### config.mk
export PLATFORM = sky130hd
export DESIGN_NAME = divide_issue_ctrl
export DESIGN_NICKNAME = d
export VERILOG_FILES = /design/src/rtl/divide_issue_ctrl.sv
export SDC_FILE = /design/constraint.sdc
export NUM_CORES = 1
export LEC_CHECK = 0
export CORE_AREA = 2 2 186 188
export DETAILED_ROUTE_END_ITERATION = 6
export DIE_AREA = 0 0 188 190
export HOLD_SLACK_MARGIN = 0.05
export MAX_ROUTING_LAYER = met4
export PLACE_DENSITY = 0.63
export SKIP_CTS_REPAIR_TIMING = 1
export SLEW_MARGIN = 15
export SYNTH_ARGS = -nofsm -noshare
export SYNTH_HDL_FRONTEND = slang
export SYNTH_SLANG_ARGS = --single-unit
### constraint.sdc
create_clock -name clk -period 10.5 [get_ports clk]
set_input_delay 2.625 -clock clk [delete_from_list [all_inputs] [get_ports clk]]
set_output_delay 2.625 -clock clk [all_outputs]
set_load 0.1 [all_outputs]
### src/rtl/divide_issue_ctrl.sv
`default_nettype none
// ============================================================================
//  Module   : divide_issue_ctrl
//  Purpose  : Issue/return controller for the iterative 64-bit EXU divider.
//             Launches one divider run per RV64M divide-class op, selects the
//             quotient or remainder, sign-extends W results and presents the
//             result on a valid/ready port to writeback. Handles flush,
//             including draining a divider run that cannot be aborted.
//  Options  : DIV_RESULT_REUSE_EN - one-entry result store; a request whose
//             operands/mode match the stored run is answered without the divider.
//  Revision : 1.0 - initial release
// ============================================================================
module divide_issue_ctrl #(
    parameter int XLEN = 64,
    parameter int RDW  = 5
) (
    input  logic            clk,
    input  logic            rst,
    input  logic            flush,
    // request from execute
    input  logic            req_valid,
    output logic            req_ready,
    input  logic [2:0]      req_funct3,
    input  logic            req_word,
    input  logic [XLEN-1:0] req_rs1,
    input  logic [XLEN-1:0] req_rs2,
    input  logic [RDW-1:0]  req_rd,
    // divider interface
    output logic            div_valid,
    output logic            div_sign,
    output logic            div_word,
    output logic [XLEN-1:0] div_x,
    output logic [XLEN-1:0] div_y,
    input  logic            div_data_ok,
    input  logic [XLEN-1:0] div_data,
    input  logic [XLEN-1:0] rem_data,
    // response to writeback
    output logic            rsp_valid,
    input  logic            rsp_ready,
    output logic [XLEN-1:0] rsp_data,
    output logic [RDW-1:0]  rsp_rd,
    output logic            busy
);

    localparam logic [2:0] S_IDLE  = 3'd0;
    localparam logic [2:0] S_ISSUE = 3'd1;
    localparam logic [2:0] S_WAIT  = 3'd2;
    localparam logic [2:0] S_RESP  = 3'd3;
    localparam logic [2:0] S_DRAIN = 3'd4;

    logic [2:0]      state_q, state_d;
    logic            rem_sel_q, rem_sel_d;
    logic            sign_q, sign_d;
    logic            word_q, word_d;
    logic [XLEN-1:0] x_q, x_d;
    logic [XLEN-1:0] y_q, y_d;
    logic [RDW-1:0]  rd_q, rd_d;
    logic [XLEN-1:0] data_q, data_d;

    logic            w_accept;
    logic            w_hit;
    logic [XLEN-1:0] w_hit_data;
    logic            w_unused_f3;

    // funct3[2] only distinguishes MUL from DIV upstream; it carries no meaning here.
    assign w_unused_f3 = req_funct3[2];

    // W results are always sign-extended from bit 31, unsigned forms included.
    function automatic logic [XLEN-1:0] ext_res(input logic [XLEN-1:0] r, input logic w);
        ext_res = w ? {{(XLEN-32){r[31]}}, r[31:0]} : r;
    endfunction

    // Accepting is only possible in IDLE; flush and reset both close the door.
    assign req_ready = (state_q == S_IDLE) && !flush && !rst;
    assign w_accept  = req_valid && req_ready;

`ifdef DIV_RESULT_REUSE_EN
    logic            ent_v_q;
    logic [XLEN-1:0] ent_x_q, ent_y_q, ent_quot_q, ent_rem_q;
    logic            ent_sign_q, ent_word_q;
    logic            w_store;

    // Every divider completion in WAIT is a trustworthy result; DRAIN never stores.
    assign w_store = (state_q == S_WAIT) && div_data_ok;

    assign w_hit = ent_v_q && (ent_x_q == req_rs1) && (ent_y_q == req_rs2) &&
                   (ent_sign_q == !req_funct3[0]) && (ent_word_q == req_word);
    assign w_hit_data = ext_res(req_funct3[1] ? ent_rem_q : ent_quot_q, req_word);

    // Result store: refreshed on each completed run, invalidated only by reset.
    always_ff @(posedge clk or posedge rst) begin
        if (rst) begin
            ent_v_q    <= 1'b0;
            ent_x_q    <= '0;
            ent_y_q    <= '0;
            ent_quot_q <= '0;
            ent_rem_q  <= '0;
            ent_sign_q <= 1'b0;
            ent_word_q <= 1'b0;
        end else if (w_store) begin
            ent_v_q    <= 1'b1;
            ent_x_q    <= x_q;
            ent_y_q    <= y_q;
            ent_quot_q <= div_data;
            ent_rem_q  <= rem_data;
            ent_sign_q <= sign_q;
            ent_word_q <= word_q;
        end
    end
`else
    assign w_hit      = 1'b0;
    assign w_hit_data = '0;
`endif

    // Next-state logic for the issue/return FSM and the operand/result registers.
    always_comb begin
        state_d   = state_q;
        rem_sel_d = rem_sel_q;
        sign_d    = sign_q;
        word_d    = word_q;
        x_d       = x_q;
        y_d       = y_q;
        rd_d      = rd_q;
        data_d    = data_q;
        case (state_q)
            S_IDLE: begin
                if (w_accept) begin
                    rem_sel_d = req_funct3[1];
                    sign_d    = !req_funct3[0];
                    word_d    = req_word;
                    x_d       = req_rs1;
                    y_d       = req_rs2;
                    rd_d      = req_rd;
                    if (w_hit) begin
                        data_d  = w_hit_data;
                        state_d = S_RESP;
                    end else begin
                        state_d = S_ISSUE;
                    end
                end
            end
            S_ISSUE: begin
                // A flush here suppresses the start pulse, so nothing is left running.
                state_d = S_IDLE;
                if (!flush) begin
                    state_d = S_WAIT;
                end
            end
            S_WAIT: begin
                if (div_data_ok) begin
                    // Completion coincident with flush leaves nothing to drain.
                    data_d  = ext_res(rem_sel_q ? rem_data : div_data, word_q);
                    state_d = flush ? S_IDLE : S_RESP;
                end else if (flush) begin
                    state_d = S_DRAIN;
                end
            end
            S_RESP: begin
                if (flush || rsp_ready) begin
                    state_d = S_IDLE;
                end
            end
            S_DRAIN: begin
                if (div_data_ok) begin
                    state_d = S_IDLE;
                end
            end
            default: state_d = S_IDLE;
        endcase
    end

    // State and datapath registers, asynchronously cleared.
    always_ff @(posedge clk or posedge rst) begin
        if (rst) begin
            state_q   <= S_IDLE;
            rem_sel_q <= 1'b0;
            sign_q    <= 1'b0;
            word_q    <= 1'b0;
            x_q       <= '0;
            y_q       <= '0;
            rd_q      <= '0;
            data_q    <= '0;
        end else begin
            state_q   <= state_d;
            rem_sel_q <= rem_sel_d;
            sign_q    <= sign_d;
            word_q    <= word_d;
            x_q       <= x_d;
            y_q       <= y_d;
            rd_q      <= rd_d;
            data_q    <= data_d;
        end
    end

    assign div_valid = (state_q == S_ISSUE) && !flush;
    assign div_sign  = sign_q;
    assign div_word  = word_q;
    assign div_x     = x_q;
    assign div_y     = y_q;
    assign rsp_valid = (state_q == S_RESP);
    assign rsp_data  = data_q;
    assign rsp_rd    = rd_q;
    assign busy      = (state_q != S_IDLE);

endmodule
`default_nettype wire

== Word level (Yosys, flattened, before mapping) ==
Index checks and enable logic that the tools add are counted.
Word-level totals
  flip-flop bits (word level): 203
  word-level logic and storage cells: 39
  bits of input ports: 271
  bits in latches: 0
  memory bits (read-only): 0
  memory bits (writable): 0
  memories: 0
Cells by class
  multipliers: 0
  reduce and logical (&&, ||, !) cells: 13
  multiplexer cells: 10
  $add $sub $neg: 0
  bitwise operators: 0
  order comparisons: 0
  equal/unequal tests: 8
  divide/modulo/power cells: 0
  shift operators: 0
Operators with widths (count)
  two-way mux 64 bit: 2
  two-way mux 3 bit: 5
  one-hot mux 3 bit (5 select lines): 1
  == test 3 x 2 -> 1 bit (second input constant): 2
  logical AND 1 bit: 4
  two-way mux 2 bit: 2
  != test 2 bit (second input constant): 2
  AND reduction 2 bit: 2
  AND reduction 4 bit: 1
  == test 3 x 1 -> 1 bit (second input constant): 1
  == test 3 bit (second input constant): 1
  zero test 1 bit: 3
  zero test 3 bit: 1
  != test 3 bit (second input constant): 1
  nonzero test 3 bit: 1
  != test 2 x 1 -> 1 bit (second input constant): 1
  logical OR 1 bit: 1

== Longest topological paths before layout ==
  depth after elaboration: 6
  mapped depth: 7
  depth with buffers taken out: 3

== Least setup slack after synthesis ==
No wires, ideal clock.
  path type: input-to-output
  start: input flush
  end: output div_valid
  buffers on the path: 0
  stages on the path: 1
  setup slack: 2.099 ns
  data arrival time: 5.776 ns
  cell sequence: nor4b_1
On the way
  longest elaborated chain between the ends: 2
RTL lines
  from (decl): RTL line 19  | input logic flush,
  zero test 1 bit: RTL line 195  | assign div_valid = (state_q == S_ISSUE) && !flush;
  logical AND 1 bit: RTL line 195
  to (decl): RTL line 29  | output logic div_valid,
Every way passes these cells.

== Worst setup path after layout ==
  start: input flush
  end: output req_ready
On the way
  longest elaborated chain between the ends: 3
RTL lines
  zero test 1 bit: RTL line 74  | assign req_ready = (state_q == S_IDLE) && !flush && !rst;
  logical AND 1 bit (2 in a row): RTL line 74
  to (decl): RTL line 22  | output logic req_ready,
Every way passes these cells.

==> key figures <==
Clock network
  – Maximum root-to-sink buffer count: 3
  – Clock root cell: clkbuf_16
  – Clk pin slew, worst setup/hold paths: 60 ps
  – TritonCTS clock tree: yes
  – Clock sinks: 203
  – Skew-Pair Late Insertion Delay: 510 ps
  – CTS HTree Levels: 1
  – CTS buffer count: 24

STA
  – Fin. Hold Viols: 0
  – Final setup viols: 0
  – Slew @ Worst Pin: 1170 ps
  – Min Hold Slack: 502 ps
  – Setup TNS: 0 ps
  – Post-route clock skew: between 7 and 8 ps
  – Final slew viol count: 0
  – Min Tclk post-route: 7480 ps
  – FMAX: 134 MHz
  – Tcrit/Tclk final: 0.712
  – RSZ-0062 raised after global routing: no
  – Slew margin rel.: 0.218

Drt
  – Drt via density: 4.25
  – Via Count: 6626
  – Initial DRC count: 163
  – Routed WL: 26100 um
  – DRT antenna net count: 0
  – Drt first pass iters: 4
  – # DRC: 0
  – Wire length per cell: 16.7 um

Critical path
  – Reg2reg start: state_q[0]$_DFFE_PP0P_
  – WP data required: 7880 ps
  – CP Max Fanout: 7
  – Worst setup path end: req_ready
  – Cell count of the worst reg-to-reg path: 4
  – Crit start category: input pin
  – Worst R2R Setup Slack: between 7000 and 8000 ps
  – Crit path from: flush
  – Worst setup path class: in -> out
  – WP data arrival: slightly below 5000 ps
  – Critical Path End Type: output port
  – Worst flop-to-flop path endpoint: div_y[33]$_DFFE_PP0P_

Global route
  – Largest net degree at the start of global routing: 137
  – Vias in the first global route: roughly 7000
  – Aggregate global-route resource usage: 0.143
  – GRT overflow: 0
  – Initial antenna violation count: 0
  – Global-route wire length before repair: 39100 um

Floorplanning
  – Core outline area: 33900 um2
  – Die Area: 35700 um2
  – Die height: between 150 and 200 um
  – Initial Util: 0.253
  – Die Wd: 188 um
  – Num rows: a little under 70
  – I/O pin cnt: between 400 and 500

Final layout
  – Synthesis-to-finish area growth: 70.0%
  – Utilization after layout: 0.430
  – Ant diodes: 0
  – Layout cells sized above 1: 0.197
  – Final net count: 1359
  – Fill count: ~3200

Synthesis
  – Post-synth top area share: 0.591
  – Post-synthesis instance total: 630
  – Leading cell types by total area after synthesis: dfrtp_1 (59%), mux2_2 (13%), mux2i_1 (7.6%), mux2_4 (6.8%), nor2_1 (2.9%)
  – Avg Inst Size Synth: 13.6 um2
  – Cell Area, Synth: 8600 um2
  – Register area share after synthesis: 0.591
  – Synthesized net count: between 900 and 1000
  – Number of synthesis warnings: 0
  – Synth unique cells: 24
  – Post-synth top area cell: dfrtp_1
  – Post-synthesis sequential element count: roughly 200

Run
  – Max cap viols: 0

Status
  – Run status: completed

Hold path
  – Hold WC Path Type: reg -> reg

Place
  – I/O Buffers: between 400 and 500
  – Hpwl dp: 19100 um
  – RD Place Congestion: 0.730
## flip-flops by register name, summed over array words and instances, names as in the netlist
register and count:
rem_sel_q 1, div_sign 1, state_q 3, rsp_data 64, div_x 64, div_y 64
rsp_rd 5, div_word 1
## metal layers
metal,vias to the layer above,track usage,share of wire
li1,3122,-,-
met1,3167,0.165,0.40
met2,303,0.239,0.49
met3,34,0.0463,0.087
met4,0,0.0376,0.023
met5,-,-,0
## worst max-delay path, cell delays in order
cell and delay (ps):
clkdlybuf4s50_1 510, or4_4 450, nor2_1 100, clkdlybuf4s50_1 1160
## cells in the final DEF, fill, tap and decap left out, types with 2 or more instances in the layout
cell and count:
a21oi_1 31, a31oi_1 33, buf_4 5, bufinv_16 6
clkbuf_1 4, clkbuf_16 25, clkbuf_8 4, clkdlybuf4s50_1 472
clkinv_2 3, dfrtp_1 202, mux2_2 98, mux2_4 39
mux2i_1 65, nand2_1 2, nor2_1 67, nor2b_1 2
nor4b_1 2, o21ai_0 2, or2_2 32
## cell usage after synthesis
cell type,instances
inv_1,2
o21ai_0,2
nor3_1,1
mux2_4,39
nand2b_1,1
dfrtp_1,203
nor2b_1,2
o221ai_1,1
clkbuf_1,13
nor4bb_1,1
buf_2,15
a31oi_1,33
nand2_1,2
buf_1,10
nand3b_4,1
buf_6,7
nor4b_1,2
or3_1,1
or4_4,1
a21oi_1,31
mux2i_1,65
mux2_2,98
nor2_1,67
or2_2,32
## metrics by stage
step / instance area [um2] / cells / setup WS, ps
floorplan: 8600 / 630 / 2100
global placement: 13700 / 1517 / 2980
detailed placement: 13700 / 1517 / 3010
CTS: 14600 / 1560 / 3000
global route: 14600 / 1560 / 2970
finish: 14600 / 1560 / 3020
## worst min-delay path by stage
| stage | from | to | slack, ps | depth (start not counted) |
|---|---|---|---|---|
| 4_1_cts | div_x[24]$_DFFE_PP0P_ | div_x[24]$_DFFE_PP0P_ | 500 | 1 |
| 3_5_place_dp | div_y[25]$_DFFE_PP0P_ | div_y[25]$_DFFE_PP0P_ | 490 | 1 |
| 5_1_grt | div_x[52]$_DFFE_PP0P_ | div_x[52]$_DFFE_PP0P_ | 510 | 1 |
| 6_report | div_x[24]$_DFFE_PP0P_ | div_x[24]$_DFFE_PP0P_ | 500 | 1 |
| 3_3_place_gp | div_x[58]$_DFFE_PP0P_ | div_x[58]$_DFFE_PP0P_ | 490 | 1 |
| 2_1_floorplan | state_q[1]$_DFFE_PP0P_ | state_q[1]$_DFFE_PP0P_ | 540 | 2 |
## cells by family (layout without fill, tap and decap cells)
| family | count (synthesis) | count (layout) | synth area share |
|---|---|---|---|
| simple gates | 111 | 111 | 0.0638 |
| flops | 203 | 203 | 0.591 |
| mux | 202 | 202 | 0.272 |
| buf+inv | 47 | 522 | 0.0288 |
| compound gates | 67 | 67 | 0.0443 |
## layout make-up
type | instances | area [um2] | area share
Clock buffer | 33 | 696 | 0.0476
Clock inverter | 10 | 203 | 0.0139
Inverter | 2 | 15.0 | 0.00103
Multi-Input combinational cell | 380 | 3280 | 0.225
Sequential cell | 203 | 5080 | 0.348
Tap cell | 455 | 569 | 0.0390
Timing Repair Buffer | 477 | 4760 | 0.326
Power is left out: the tool's default activity adds up to more than one toggle a clock period on the data nets, which glitch-free logic cannot reach.
